**config.mk**
```make
export PLATFORM = sky130hd
export DESIGN_NAME = dcache_fill_fsm
export DESIGN_NICKNAME = d
export VERILOG_FILES = /design/src/rtl/dcache_fill_fsm.sv
export SDC_FILE = /design/constraint.sdc
export NUM_CORES = 1
export LEC_CHECK = 0
export ABC_AREA = 1
export CORE_ASPECT_RATIO = 1.75
export CORE_MARGIN = 2
export CORE_UTILIZATION = 51
export CTS_BUF_LIST = sky130_fd_sc_hd__clkbuf_8 sky130_fd_sc_hd__clkbuf_16
export CTS_CLUSTER_DIAMETER = 40
export DETAILED_ROUTE_END_ITERATION = 10
export DONT_BUFFER_PORTS = 1
export GPL_TIMING_DRIVEN = 0
export PLACE_DENSITY = 0.76
export SYNTH_ARGS = -nofsm -noshare
export SYNTH_HDL_FRONTEND = slang
export SYNTH_SLANG_ARGS = --single-unit
```
**constraint.sdc**
```tcl
create_clock -name clk -period 3.8 [get_ports clk]
set_input_delay 0.57 -clock clk [delete_from_list [all_inputs] [get_ports clk]]
set_output_delay 0.57 -clock clk [all_outputs]
set_load 0.01 [all_outputs]
```
**src/rtl/dcache_fill_fsm.sv**
```systemverilog
// Data-cache miss-fill controller: stalls the pipeline on a miss, streams one read per block word,
// steers returned words into the data array and writes the tag with the last word.
module dcache_fill_fsm #(
    parameter int BLOCK_WORDS = 8
) (
    input  logic        clk,
    input  logic        rst_n,
    input  logic        miss_detected,
    input  logic [15:0] miss_address,
    input  logic        memory_data_valid,
    input  logic [15:0] memory_data,
    output logic        fsm_busy,
    output logic        memory_read,
    output logic [15:0] memory_address,
    output logic        write_data_array,
    output logic [2:0]  cache_word_offset,
    output logic [15:0] fill_data,
    output logic        write_tag_array
);

    localparam int          OFF_BITS  = $clog2(2 * BLOCK_WORDS);
    localparam logic [15:0] BASE_MASK = ~16'((1 << OFF_BITS) - 1);
    localparam logic [3:0]  ISSUE_END = 4'(BLOCK_WORDS);
    localparam logic [2:0]  RECV_LAST = 3'(BLOCK_WORDS - 1);

    localparam logic [0:0] IDLE = 1'b0;
    localparam logic [0:0] FILL = 1'b1;

    logic [0:0]  state;
    logic [15:0] base;
    logic [3:0]  issue_cnt;
    logic [2:0]  recv_cnt;

    logic in_fill;
    logic issuing;
    logic word_arrives;
    logic last_word;

    assign in_fill      = (state == FILL);
    assign issuing      = in_fill && (issue_cnt < ISSUE_END);
    assign word_arrives = in_fill && memory_data_valid;
    assign last_word    = word_arrives && (recv_cnt == RECV_LAST);

    // Requests and returns are decoupled: issue runs back to back, receive just counts valids.
    always_ff @(posedge clk or negedge rst_n) begin
        if (!rst_n) begin
            state     <= IDLE;
            base      <= 16'h0000;
            issue_cnt <= 4'd0;
            recv_cnt  <= 3'd0;
        end else if (state == IDLE) begin
            if (miss_detected) begin
                base      <= miss_address & BASE_MASK;
                issue_cnt <= 4'd0;
                recv_cnt  <= 3'd0;
                state     <= FILL;
            end
        end else begin
            if (issuing) begin
                issue_cnt <= issue_cnt + 4'd1;
            end
            if (word_arrives) begin
                recv_cnt <= recv_cnt + 3'd1;
            end
            if (last_word) begin
                state <= IDLE;
            end
        end
    end

    assign fsm_busy          = in_fill || miss_detected;
    assign memory_read       = issuing;
    assign memory_address    = base + {11'd0, issue_cnt, 1'b0};
    assign write_data_array  = word_arrives;
    assign cache_word_offset = recv_cnt;
    assign fill_data         = memory_data;
    assign write_tag_array   = last_word;

endmodule
```
=== Word level (Yosys, flattened, before mapping) ===
Index checks and enable logic that the tools add are counted.

* Register bits after elaboration: 20
* Bits in latches: 0
* Memory bits (writable): 0
* Memory bits (read-only): 0
* Input bits: 36
* Logic and storage cells: 29
* Memories kept: 0

* Add/sub/neg operators: 3
* Multipliers: 0
* Div/mod/pow operators: 0
* $lt $le $gt $ge: 1
* Equal/unequal tests: 3
* Shifts and indexed selects: 0
* Multiplexer cells: 9
* Bitwise operators: 1
* Reduce and logical (&&, ||, !) cells: 8

{| class="wikitable"
|+ Operators by type and width
! operator !! number
|-
| 16-bit by 5-bit adder with 16-bit output || 1
|-
| 4-bit 2-to-1 mux || 3
|-
| 3-bit 2-to-1 mux || 3
|-
| 2-bit AND reduction || 3
|-
| 4-bit by 1-bit adder with 4-bit output, second input constant || 1
|-
| 4-bit less-than comparator, second input constant || 1
|-
| 3-bit by 1-bit adder with 3-bit output, second input constant || 1
|-
| 3-bit == test, second input constant || 1
|-
| 1-bit logical AND || 3
|-
| 1-bit 2-to-1 mux || 3
|-
| 2-bit by 1-bit != test with 1-bit output, second input constant || 1
|-
| 2-bit != test, second input constant || 1
|-
| 2-bit nonzero test || 1
|-
| 1-bit logical OR || 1
|-
| 1-bit inverter || 1
|}

=== Longest topological paths before layout ===
* Depth in word-level cells: 4
* Depth in mapped cells: 7

=== Worst setup path before layout ===
No wires, ideal clock.

* Path kind: register to output
* From: reg base[4]
* To: out memory_address[12]
* Arrival time: 1212 ps
* Required time: 3230 ps
* Slack: 2018 ps
* Stages on the path, launching flop included: 7
* Path buffers: 0
* Cells stage by stage: dfrtp_1 > ha_1 > ha_1 > nand2_1 > nor2_2 > nand2_1 > xor2_1

* Cells in the longest elaborated chain, start to end: 1

{| class="wikitable"
|+ RTL lines
! element !! RTL line !! RTL
|-
| from (decl) || 30 || <nowiki>logic [15:0] base;</nowiki>
|-
| from (signal assigned) || 53 || <nowiki>base <= miss_address & BASE_MASK;</nowiki>
|-
| 16-bit by 5-bit adder with 16-bit output || 73 || <nowiki>assign memory_address = base + {11'd0, issue_cnt, 1'b0};</nowiki>
|-
| to (decl) || 14 || <nowiki>output logic [15:0] memory_address,</nowiki>
|}

Every way passes these cells.

=== Worst setup path in the final report ===
Ends and elaborated chain as after synthesis.

==> out/results.ini <==
[setup_path]
endpoint_kind = output port
startpoint_type = register
path_max_fanout = 3
reg2reg_to = cache_word_offset[2]
worst-setup-path-type = register to output port
worstRegToRegCells = 4
required_ns = 3.23
worstPathArrival_ns = 1.58
reg2reg_slack_ns = 2.64
r2r_start = cache_word_offset[0]
startpoint = base[4]

[placed_design]
portBuffers = 0
gp_congestion = 0.7983
dp_cells = 184
hpwl_um = 2077

[synth]
yosysTopAreaCellShare = 0.3972
synth_edf_count = 0
yosysMostFrequentCell = nand2_1
synth_top_area_cell = dfrtp_1
syn-num-nets = 200
synth_top_cells_by_count = 39 x nand2_1, 21 x buf_4, 20 x dfrtp_1
synth_area_leaders = dfrtp_1 40%, buf_4 13%, nand2_1 12%
ys_seq_area_frac = 0.3972
syn-instance-count = 159
yosys_warnings = 0
syn-cell-area_mm2 = 0.001260
async_flop_share = 1.000
ys_ff_latch = 20
syn_avg_cell_area_um2 = 7.924
netlist-cell-type-count = 21
ys_dominant_reg_cell = dfrtp_1

[timing]
fin_setup_tns_ns = 0
timing.final.max_slew_violations = 0
rsz0062_at_grt = false
fmax_mhz = 465.9
hold_ws_ns = 0.4573
setup_viol = 0
clock_skew_ns = 0.003189
fin_crit_ns = 2.147
final_hold_viol_count = 0
post-route-period-util = 0.5649

[route]
wirelength_um = 2527
wl_met1_um = 822
vias_per_cell = 5.302
dr.max_layer_used = met4
drtAntennaViolNets = 0
dr.pass1.iters = 3
dr_wl_met3_um = 176
wl_met2_um = 1451
drtIter0Drc = 9
vias = 1002
drc = 0
wl_per_cell_um = 13.37

[clock_network]
cts_made_buffers = 3
clock_sinks = 20
htree_levels = 1
clkTransAtPathRegs_ns = 0.06
max-clock-path-buffers = 2
cts_tree = yes
clock_latency_ns = 0.25
root_buffer = clkbuf_8

[floorplan]
die_y_um = 69.75
ios = 75
dieArea_mm2 = 0.002900
start_util = 0.5405
rows = 23
core_area_mm2 = 0.002331
die_w_um = 41.57

[cells_and_area]
drive_above_1_share = 0.2012
multi_input_area_um2 = 525.5
nets = 207
utilization = 0.5802
fillCellCount = 223
diodes = 0
areaGrowthSynthToFinish_pct = 7.349
register_area_um2 = 500.5
stdcell_count = 189

[power]
leakagePower_nw = 0.7279
vdd_ir_drop_max_uv = 406.8
p_per_area_mw_per_mm2 = 717.5

[global_routing]
grtUsageTotal = 0.1851
grt_pass1_vias = 1044
grt_antenna_before_repair = 0
grt_max_degree = 12
grt_pass1_wl_um = 4229
grt.overflow.total = 0

[hold_path]
holdPathEnd = base[9]
hp-class = primary input to register
hold_path_depth = 2
worstHoldStart = miss_address[9]

[run]
maxCapViolCount = 0

[status]
status = complete, no violations

-- final cells by class --
type	count	area share
Clock buffer	3	0.03053
Multi-Input combinational cell	100	0.3885
Buffer	23	0.1286
Timing Repair Buffer	2	0.01480
Sequential cell	20	0.3700
Inverter	16	0.04440
Tap cell	25	0.02313
-- worst max path at each step --
stage                                     to  slack, ns  depth (start not counted)
after floorplan           memory_address[12]       2.02                          6
after global placement    memory_address[12]       1.95                          6
after detailed placement  memory_address[12]       1.91                          6
after CTS                 memory_address[12]       1.63                          6
after global routing      memory_address[12]       1.51                          6
final                     memory_address[12]       1.65                          6
-- per-stage QoR --
stage                     worst slack, ns  total power, W  cell area, um^2
after floorplan                     2.018       0.0007556             1260
after global placement              1.952       0.0008145             1291
after detailed placement            1.910       0.0008415             1291
after CTS                           1.628       0.0009786             1343
after global routing                1.509        0.001064             1353
final                               1.653       0.0009705             1353
-- power breakdown --
| group | total [W] | leakage (nW) | switching (W) | internal [W] |
|---|---|---|---|---|
| registers | 0.000429 | 0.234 | 0.000114 | 0.000315 |
| logic | 0.000410 | 0.472 | 0.000251 | 0.000159 |
| clock network | 0.000132 | 0.0216 | 0.0000614 | 0.0000704 |
| total | 0.000970 | 0.728 | 0.000426 | 0.000545 |
-- layout by cell type (no fill, tap or decap), drive strengths merged --
| master | instances |
|---|---|
| nand2 | 41 |
| buf | 23 |
| dfrtp | 20 |
| inv | 16 |
| nor2 | 15 |
| nand3 | 14 |
| a21oi | 7 |
| xor2 | 6 |
| ha | 5 |
| nand4 | 4 |
| o21ai | 4 |
| clkbuf | 3 |
| xnor2 | 2 |
| dlygate4sd3 | 2 |
| or2 | 1 |
| conb | 1 |
-- worst max-delay path: stages (launching register included) --
cell,delay (ns)
dfrtp_1,0.39
ha_1,0.24
ha_1,0.23
nand2_1,0.09
nor2_2,0.05
nand2_1,0.08
xor2_1,0.24
-- routing by layer --
metal | vias to the layer above | track usage
met4 | 0 | 0.1219
met1 | 467 | 0.1644
met3 | 8 | 0.04427
met5 | - | 0
li1 | 484 | -
met2 | 43 | 0.3472
-- kinds of logic after synthesis --
family          share of synthesized area
other cells                      0.002976
flops                              0.3972
simple gates                       0.2651
fa+ha+maj                         0.04965
buf+inv                            0.1857
compound gates                    0.04369
xor+xnor                          0.05561
-- what timing repair did --
item	4_1_cts	5_1_grt
resized for setup	0	0
hold endpoints to repair	10	10
setup buffers	0	0
hold buffers	1	1
-- flip-flops by register name, indices dropped and copies added, names as in the netlist --
| register | flops |
|---|---|
| base | 12 |
| cache_word_offset | 3 |
| in_fill | 1 |
| issue_cnt | 4 |
(Power assumes the default switching activity.)
